--- src/rtl/iot_sensor_pkg.sv ---
// Shared types and constants for the sensor bus scheduler.
package iot_sensor_pkg;
   localparam int SCH_NUM_REQ = 4;

   localparam logic [1:0] SCH_ERR_OK      = 2'b00;
   localparam logic [1:0] SCH_ERR_NACK    = 2'b01;
   localparam logic [1:0] SCH_ERR_TIMEOUT = 2'b10;

   typedef enum logic [2:0] {
      SCH_IDLE,
      SCH_GRANT,
      SCH_START,
      SCH_WAIT,
      SCH_RESP
   } sched_state_e;
endpackage

--- src/rtl/rr_arbiter_picker.sv ---
// Combinational round-robin pick: search from i_ptr upward with wrap.
module rr_arbiter_picker #(
   parameter  int NUM_REQ = 4,
   localparam int PW      = $clog2(NUM_REQ)
) (
   input  logic [NUM_REQ-1:0] i_req,
   input  logic [PW-1:0]      i_ptr,
   output logic               o_any,
   output logic [NUM_REQ-1:0] o_onehot,
   output logic [PW-1:0]      o_idx
);
   logic [PW:0]   w_sum;
   logic [PW-1:0] w_j;

   always_comb begin
      o_any    = 1'b0;
      o_onehot = '0;
      o_idx    = '0;
      w_sum    = '0;
      w_j      = '0;
      for (int i = 0; i < NUM_REQ; i++) begin
         w_sum = {1'b0, i_ptr} + (PW+1)'(i);
         if (w_sum >= (PW+1)'(NUM_REQ))
            w_sum = w_sum - (PW+1)'(NUM_REQ);
         w_j = w_sum[PW-1:0];
         if (!o_any && i_req[w_j]) begin
            o_any         = 1'b1;
            o_onehot[w_j] = 1'b1;
            o_idx         = w_j;
         end
      end
   end
endmodule

--- src/rtl/i2c_sensor_bus_scheduler.sv ---
// Shares one I2C byte engine between several sensor requesters,
// round-robin, with 1/2-byte sequencing and per-byte timeout.
module i2c_sensor_bus_scheduler
   import iot_sensor_pkg::*;
#(
   parameter int NUM_REQ        = SCH_NUM_REQ,
   parameter int TIMEOUT_CYCLES = 200000
) (
   input  logic                 clk,
   input  logic                 rst_n,
   input  logic                 enable,
   input  logic [NUM_REQ-1:0]   req,
   input  logic [NUM_REQ*7-1:0] req_addr,
   input  logic [NUM_REQ-1:0]   req_rw_n,
   input  logic [NUM_REQ*8-1:0] req_wdata,
   input  logic [NUM_REQ-1:0]   req_len2,
   output logic                 m_start,
   output logic [6:0]           m_addr,
   output logic                 m_rw_n,
   output logic [7:0]           m_wdata,
   input  logic [7:0]           m_rdata,
   input  logic                 m_done,
   input  logic                 m_ack_error,
   output logic [NUM_REQ-1:0]   resp_valid,
   output logic [1:0]           resp_err,
   output logic [15:0]          resp_rdata,
   output logic [NUM_REQ-1:0]   grant,
   output logic                 busy
);
   localparam int PW = $clog2(NUM_REQ);
   localparam int TW = $clog2(TIMEOUT_CYCLES + 1);
   localparam logic [TW-1:0] TLAST = TW'(TIMEOUT_CYCLES - 1);

   sched_state_e  r_state;
   logic [PW-1:0] r_ptr;
   logic [PW-1:0] r_idx;
   logic          r_len2;
   logic          r_byte;
   logic [7:0]    r_hi;
   logic [TW-1:0] r_tcnt;

   logic               w_any;
   logic [NUM_REQ-1:0] w_onehot;
   logic [PW-1:0]      w_idx;
   logic               w_more;
   logic [15:0]        w_fin;
   logic [PW-1:0]      w_ptr_nxt;

   rr_arbiter_picker #(
      .NUM_REQ (NUM_REQ)
   ) u_pick (
      .i_req    (req),
      .i_ptr    (r_ptr),
      .o_any    (w_any),
      .o_onehot (w_onehot),
      .o_idx    (w_idx)
   );

   assign w_more = r_len2 && !r_byte;
   assign w_ptr_nxt = (r_idx == PW'(NUM_REQ - 1)) ? '0 : r_idx + PW'(1);

   // Final byte lands low for 2-byte reads; writes report zero.
   always_comb begin
      w_fin = 16'h0000;
      if (m_rw_n)
         w_fin = r_len2 ? {r_hi, m_rdata} : {8'h00, m_rdata};
   end

   always_ff @(posedge clk or negedge rst_n) begin
      if (!rst_n) begin
         r_state    <= SCH_IDLE;
         r_ptr      <= '0;
         r_idx      <= '0;
         r_len2     <= 1'b0;
         r_byte     <= 1'b0;
         r_hi       <= '0;
         r_tcnt     <= '0;
         m_start    <= 1'b0;
         m_addr     <= '0;
         m_rw_n     <= 1'b0;
         m_wdata    <= '0;
         resp_valid <= '0;
         resp_err   <= SCH_ERR_OK;
         resp_rdata <= '0;
         grant      <= '0;
         busy       <= 1'b0;
      end else begin
         m_start    <= 1'b0;
         resp_valid <= '0;
         case (r_state)
            SCH_IDLE: begin
               if (enable && w_any) begin
                  r_idx   <= w_idx;
                  r_len2  <= req_len2[w_idx];
                  r_byte  <= 1'b0;
                  r_hi    <= '0;
                  m_addr  <= req_addr[int'(w_idx)*7 +: 7];
                  m_rw_n  <= req_rw_n[w_idx];
                  m_wdata <= req_wdata[int'(w_idx)*8 +: 8];
                  grant   <= w_onehot;
                  busy    <= 1'b1;
                  r_state <= SCH_GRANT;
               end
            end
            SCH_GRANT: begin
               m_start <= 1'b1;
               r_state <= SCH_START;
            end
            SCH_START: begin
               r_tcnt  <= '0;
               r_state <= SCH_WAIT;
            end
            SCH_WAIT: begin
               if (m_ack_error) begin
                  resp_valid <= grant;
                  resp_err   <= SCH_ERR_NACK;
                  resp_rdata <= {r_hi, 8'h00};
                  r_state    <= SCH_RESP;
               end else if (m_done) begin
                  if (w_more) begin
                     r_byte  <= 1'b1;
                     r_hi    <= m_rw_n ? m_rdata : 8'h00;
                     m_start <= 1'b1;
                     r_state <= SCH_START;
                  end else begin
                     resp_valid <= grant;
                     resp_err   <= SCH_ERR_OK;
                     resp_rdata <= w_fin;
                     r_state    <= SCH_RESP;
                  end
               end else if (r_tcnt == TLAST) begin
                  resp_valid <= grant;
                  resp_err   <= SCH_ERR_TIMEOUT;
                  resp_rdata <= {r_hi, 8'h00};
                  r_state    <= SCH_RESP;
               end else begin
                  r_tcnt <= r_tcnt + TW'(1);
               end
            end
            SCH_RESP: begin
               resp_err   <= SCH_ERR_OK;
               resp_rdata <= '0;
               grant      <= '0;
               m_addr     <= '0;
               m_rw_n     <= 1'b0;
               m_wdata    <= '0;
               busy       <= 1'b0;
               r_ptr      <= w_ptr_nxt;
               r_state    <= SCH_IDLE;
            end
            default: r_state <= SCH_IDLE;
         endcase
      end
   end
endmodule

--- config.mk ---
export PLATFORM = sky130hd
export DESIGN_NAME = i2c_sensor_bus_scheduler
export DESIGN_NICKNAME = d
export VERILOG_FILES = /design/src/rtl/iot_sensor_pkg.sv /design/src/rtl/rr_arbiter_picker.sv /design/src/rtl/i2c_sensor_bus_scheduler.sv
export SDC_FILE = /design/constraint.sdc
export NUM_CORES = 1
export LEC_CHECK = 0
export CAP_MARGIN = 40
export CORE_MARGIN = 5
export CORE_UTILIZATION = 47
export CTS_CLUSTER_DIAMETER = 50
export DETAILED_ROUTE_END_ITERATION = 8
export PLACE_DENSITY = 0.9
export SYNTH_ARGS = -nofsm -noshare
export SYNTH_HDL_FRONTEND = slang
export SYNTH_SLANG_ARGS = --single-unit
--- constraint.sdc ---
create_clock -name clk -period 3.92 [get_ports clk]
set_input_delay 0.784 -clock clk [delete_from_list [all_inputs] [get_ports clk]]
set_output_delay 0.784 -clock clk [all_outputs]
set_load 0.01 [all_outputs]
Word-level counts from Yosys, hierarchy flattened

Index checks and enable logic that the tools add are counted.

Bits in registers: 79
Bits of input ports: 85
Logic and storage cells: 171

Add/sub/neg operators: 9
Multiply operators: 1
Magnitude comparators: 13
Equality and inequality tests: 14
Shift-type cells: 2
Muxes and demuxes: 89
Bitwise gates (word level): 3
Reductions and logical operators: 24

Operator list:

| operator                                                           | count |
|---|---|
| 2-to-1 mux 16 bit                                                  | 6 |
| 2-to-1 mux 18 bit                                                  | 3 |
| 2-to-1 mux 8 bit                                                   | 6 |
| 2-to-1 mux 4 bit                                                   | 10 |
| case mux 18 bit (2 select lines)                                   | 1 |
| case mux 16 bit (2 select lines)                                   | 1 |
| case mux 8 bit (2 select lines)                                    | 2 |
| variable part select 32 x 6 -> 8 bit                               | 1 |
| variable part select 28 x 6 -> 7 bit                               | 1 |
| 2-to-1 mux 2 bit                                                   | 13 |
| 2-to-1 mux 1 bit                                                   | 23 |
| adder 18 x 1 -> 18 bit (second input constant)                     | 1 |
| equality test 18 bit (second input constant)                       | 1 |
| less-than comparator 2 x 3 -> 1 bit (second input constant)        | 5 |
| 2-to-1 mux 3 bit                                                   | 5 |
| case mux 7 bit (2 select lines)                                    | 1 |
| binary-select mux 1 bit (select 2 bit)                             | 6 |
| != test 2 bit (second input constant)                              | 6 |
| OR 4 bit                                                           | 3 |
| case mux 3 bit (4 select lines)                                    | 1 |
| greater-or-equal comparator 3 bit (second input constant)          | 3 |
| logical AND 1 bit                                                  | 9 |
| demux 1 bit (select 2 bit)                                         | 4 |
| greater-or-equal comparator 2 x 1 -> 1 bit (second input constant) | 4 |
| other kinds (22)                                                   | 39 |

Depth between registers and ports, before layout

Word-level depth: 18
Mapped depth: 11

Hierarchy

From an unflattened synthesis, not the netlist that was laid out.

Cells, all modules: 431
Area, all modules: 4421.7 µm²

Modules (own cells, without submodules):

| module                   | times used | cells each | area each (µm²) | seq. area each (µm²) |
|---|---|---|---|---|
| i2c_sensor_bus_scheduler | 1          | 386        | 4002.6          | 1976.9 |
| rr_arbiter_picker        | 1          | 45         | 419.2           | 0.0 |

Worst setup path after synthesis

No wires, ideal clock.

Path kind: register to register
Start point: reg r_ptr[0]
End point: reg m_wdata[1]
Library setup time: 0.142 ns
Data arrival time: 2.852 ns
Slack: 0.925 ns
Stages on the path, launching flop included: 12
Buffers on the path: 3
Clock period less this slack: 2.995 ns
Cells stage by stage: dfrtp_1 > buf_2 > inv_1 > ha_1 > mux4_2 > nor2b_2 > a211oi_1 > a32oi_1 > buf_4 > buf_4 > mux2i_1 > o221ai_1

Word-level cells in the longest chain between the ends: 17
Elaborated cells on any way between the ends: 43

Ends and longest elaborated chain:

| what                                                          | line                            | text |
|---|---|---|
| start: declaration                                            | i2c_sensor_bus_scheduler.sv:35  | `logic [PW-1:0] r_ptr;` |
| start signal: assignment                                      | i2c_sensor_bus_scheduler.sv:148 | `r_ptr <= w_ptr_nxt;` |
| branches (longest 17 deep; another with adder 2 x 1 -> 3 bit) | n/a                             |  |
| end signal: assignment                                        | i2c_sensor_bus_scheduler.sv:99  | `m_wdata <= req_wdata[int'(w_idx)*8 +: 8];` |
| end: declaration                                              | i2c_sensor_bus_scheduler.sv:20  | `output logic [7:0] m_wdata,` |

Several ways; the timed one is not identified. The select of a mux whose other input is x is not followed.
A chain may end at the register's enable or synchronous reset.

Final worst setup path

Start point: reg r_ptr[1]
End point: reg m_wdata[3]

The elaborated chain is that of the path after synthesis.

==> impl_metrics.tcl <==
set metrics [dict create \
    first_iter_violations 210 \
    ys.flop_type "dfrtp_1" \
    die-area_mm2 0.0111 \
    fin_setup_tns_ps 0 \
    swShare 0.389 \
    worstSetupPathType "register to register" \
    utilization 0.669 \
    placedCellCount 623 \
    start_util 0.487 \
    syn_area_per_cell_um2 10.5 \
    gp_congestion 0.811 \
    fin_skew_ps 13.3 \
    grt_pass1_wl_mm 18.5 \
    io_pins 129 \
    cts_tree "yes" \
    slew_viol_final 0 \
    yosys_warnings 0 \
    cts.sinks 79 \
    worstPathCellList "inv_1 -> ha_1 -> mux4_2 -> nor2b_2 -> a211oi_1 -> a32oi_4 -> buf_12 -> mux2i_1 -> o221ai_1" \
    leakage_nw 2.46 \
    final_common_cell "clkdlybuf4s50_1" \
    ys_types 53 \
    critPathMaxStageDelay_ps 620 \
    ctsRootBufferMaster "clkbuf_8" \
    p_seq_frac 0.344 \
    cts-buffers-inserted 9 \
    synth.cell_area_mm2 0.00427 \
    yosysTopAreaCell "dfrtp_1" \
    power-per-cell-area_mw_per_mm2 602 \
    synth_top_area_frac 0.463 \
    final.min_clock_period_ps 3250 \
    pwr-share-comb 0.484 \
    clk_pin_slew_ps 90 \
    cp.arrival_ps 3440 \
    overflow 0 \
    dr.pass1.iters 5 \
    insertion_delay_ps 350 \
    synthesis.instances 407 \
    die_h_um 105 \
    cpMaxStageDelayCell "mux4_2" \
    p_sw_mw 1.37 \
    grt_max_degree 64 \
    grt_pass1_vias 3763 \
    synthArstFlopShare 1.00 \
    setup_viol 0 \
    nets 622 \
    final_cell_mix "127 x clkdlybuf4s50_1, 79 x dfrtp_1, 43 x nand2_1" \
    drive_gt1_frac 0.0810 \
    antenna_found_initial 0 \
    critical_path.endpoint_type "register" \
    postCtsSetupRepairBufs 0 \
    drt_wl_total_mm 11.8 \
    vias_per_cell 5.88 \
    p_clk_frac 0.171 \
    syn_nets 502 \
    num_vias 3759 \
    dpl.hpwl_mm 8.92 \
    status "completed" \
    antenna_cells 0 \
    required_ps 4120 \
    max-slew-margin-rel 0.458 \
    clock_path_buffers 2 \
    synth-seq-cells 79 \
    drc 0 \
    internal_power_mw 2.16 \
    tightestPinTransition_ps 813 \
    grt_usage 0.203 \
    synth_area_leaders "dfrtp_1 46%, mux2i_1 8.2%, nand2_1 3.8%" \
    max_cap_viol_count 0 \
    core_mm2 0.00876 \
    rsz0062_at_grt "no" \
    yosysSeqAreaShare 0.463 \
    critPathLaunchType "register" \
    htreeDepth 3 \
    fin_crit_sh 0.828 \
    io_buffer_count 128 \
    antenna_left 0 \
    critPathTopFamily "multiplexers" \
    fillers 651 \
    fin_ws_ps 673 \
    ir_drop_mv 0.409 \
    die_w_um 105 \
    hold_viol_final 0 \
    cts_hold_buffers 0 \
    syn_to_final_growth_pct 37.3 \
    ctsResizeCount 0 \
    fin_cells 639 \
    path_buf_inv 2 \
    hold_class "primary input to async pin" \
    drt-wirelength-per-cell_um 18.4 \
    total_power_mw 3.53 \
    rows 34 \
    clock.fmax_ghz 0.308 \
    worstPathMaxFanout 35 \
    synth_enable_flop_cells 0 \
    post-place-ws_ps 528 \
]
-- power groups by stage --
stage	sequential (mW)	clock (mW)	combinational (mW)
3_5_place_dp	1.22	0	1.70
3_3_place_gp	1.21	0	1.61
2_1_floorplan	1.20	0	1.08
6_report	1.21	0.605	1.71
4_1_cts	1.21	0.608	1.71
5_1_grt	1.25	0.640	1.85
-- flip-flops by register name, indices dropped and copies added (netlist names) --
| signal | count |
|---|---|
| m_addr | 7 |
| busy | 1 |
| r_ptr | 2 |
| r_hi | 8 |
| r_tcnt | 18 |
| r_idx | 2 |
| r_byte | 1 |
| m_start | 1 |
| m_wdata | 8 |
| r_state | 3 |
| grant | 4 |
| r_len2 | 1 |
| resp_valid | 4 |
| resp_err | 2 |
| m_rw_n | 1 |
| resp_rdata | 16 |
-- cell usage after synthesis, types with 2 or more instances --
library cell  number
buf_2              6
xnor2_1           13
buf_1              2
nand4_1            9
buf_4              5
ha_1              10
a21oi_1            9
nor3_1             2
mux4_2             3
nor2_1            35
a211oi_1           4
a22o_1            11
a32o_1             9
inv_1              7
a2111oi_0         12
and2_1             8
nor2b_1            4
dfrtp_1           79
mux2_2             4
clkbuf_1          14
a221oi_1           4
nand3_1           15
or2_2              2
o221ai_1          17
o21ai_0           13
mux2i_1           35
nand2_1           43
nand2b_1           3
a22oi_1            4
nand3b_1           2
-- path summary, 6_finish.rpt --
path,slack (ps),cells after the start,end,start
hold reg to reg,500,1,r_hi[0],r_hi[0]
setup / recovery,670,9,m_wdata[3],r_ptr[1]
setup reg to reg,670,9,m_wdata[3],r_ptr[1]
max in group asynchronous,3020,2,r_tcnt[0],rst_n
hold / removal,310,1,resp_valid[3],rst_n
min in group clk,500,1,r_hi[0],r_hi[0]
-- per-layer routing --
metal,up-vias,GRT usage,routed length (µm)
li1,1753,-,-
met1,1814,0.254,4590
met2,161,0.348,6170
met3,31,0.0275,616
met4,0,0.0950,399
met5,-,0,0
-- logic make-up (layout without fill, tap and decap cells) --
family	Yosys count	after routing	synth area share
AND/OR/NAND/NOR	133	133	0.154
AO/OA/AOI/OAI	94	94	0.177
flip-flops	79	79	0.463
multiplexers	43	43	0.112
buffers and inverters	35	159	0.0370
XOR/XNOR	13	13	0.0267
adder cells (fa/ha/maj)	10	10	0.0293
-- stage by stage --
step           hold slack (ps)  instance area, µm²
2_1_floorplan              451                4270
3_3_place_gp               464                5620
3_5_place_dp               481                5660
4_1_cts                    307                5850
5_1_grt                    314                5860
6_report                   308                5860
-- cell type report --
cell class / instances / area, µm² / share of cell area
Clock buffer: 10 / 138 / 0.0235
Clock inverter: 5 / 57.6 / 0.00982
Inverter: 8 / 30.0 / 0.00512
Multi-Input combinational cell: 293 / 2150 / 0.367
Sequential cell: 79 / 1980 / 0.337
Tap cell: 108 / 135 / 0.0231
Timing Repair Buffer: 136 / 1370 / 0.234
Note: power is estimated with default switching activity, not from simulation.
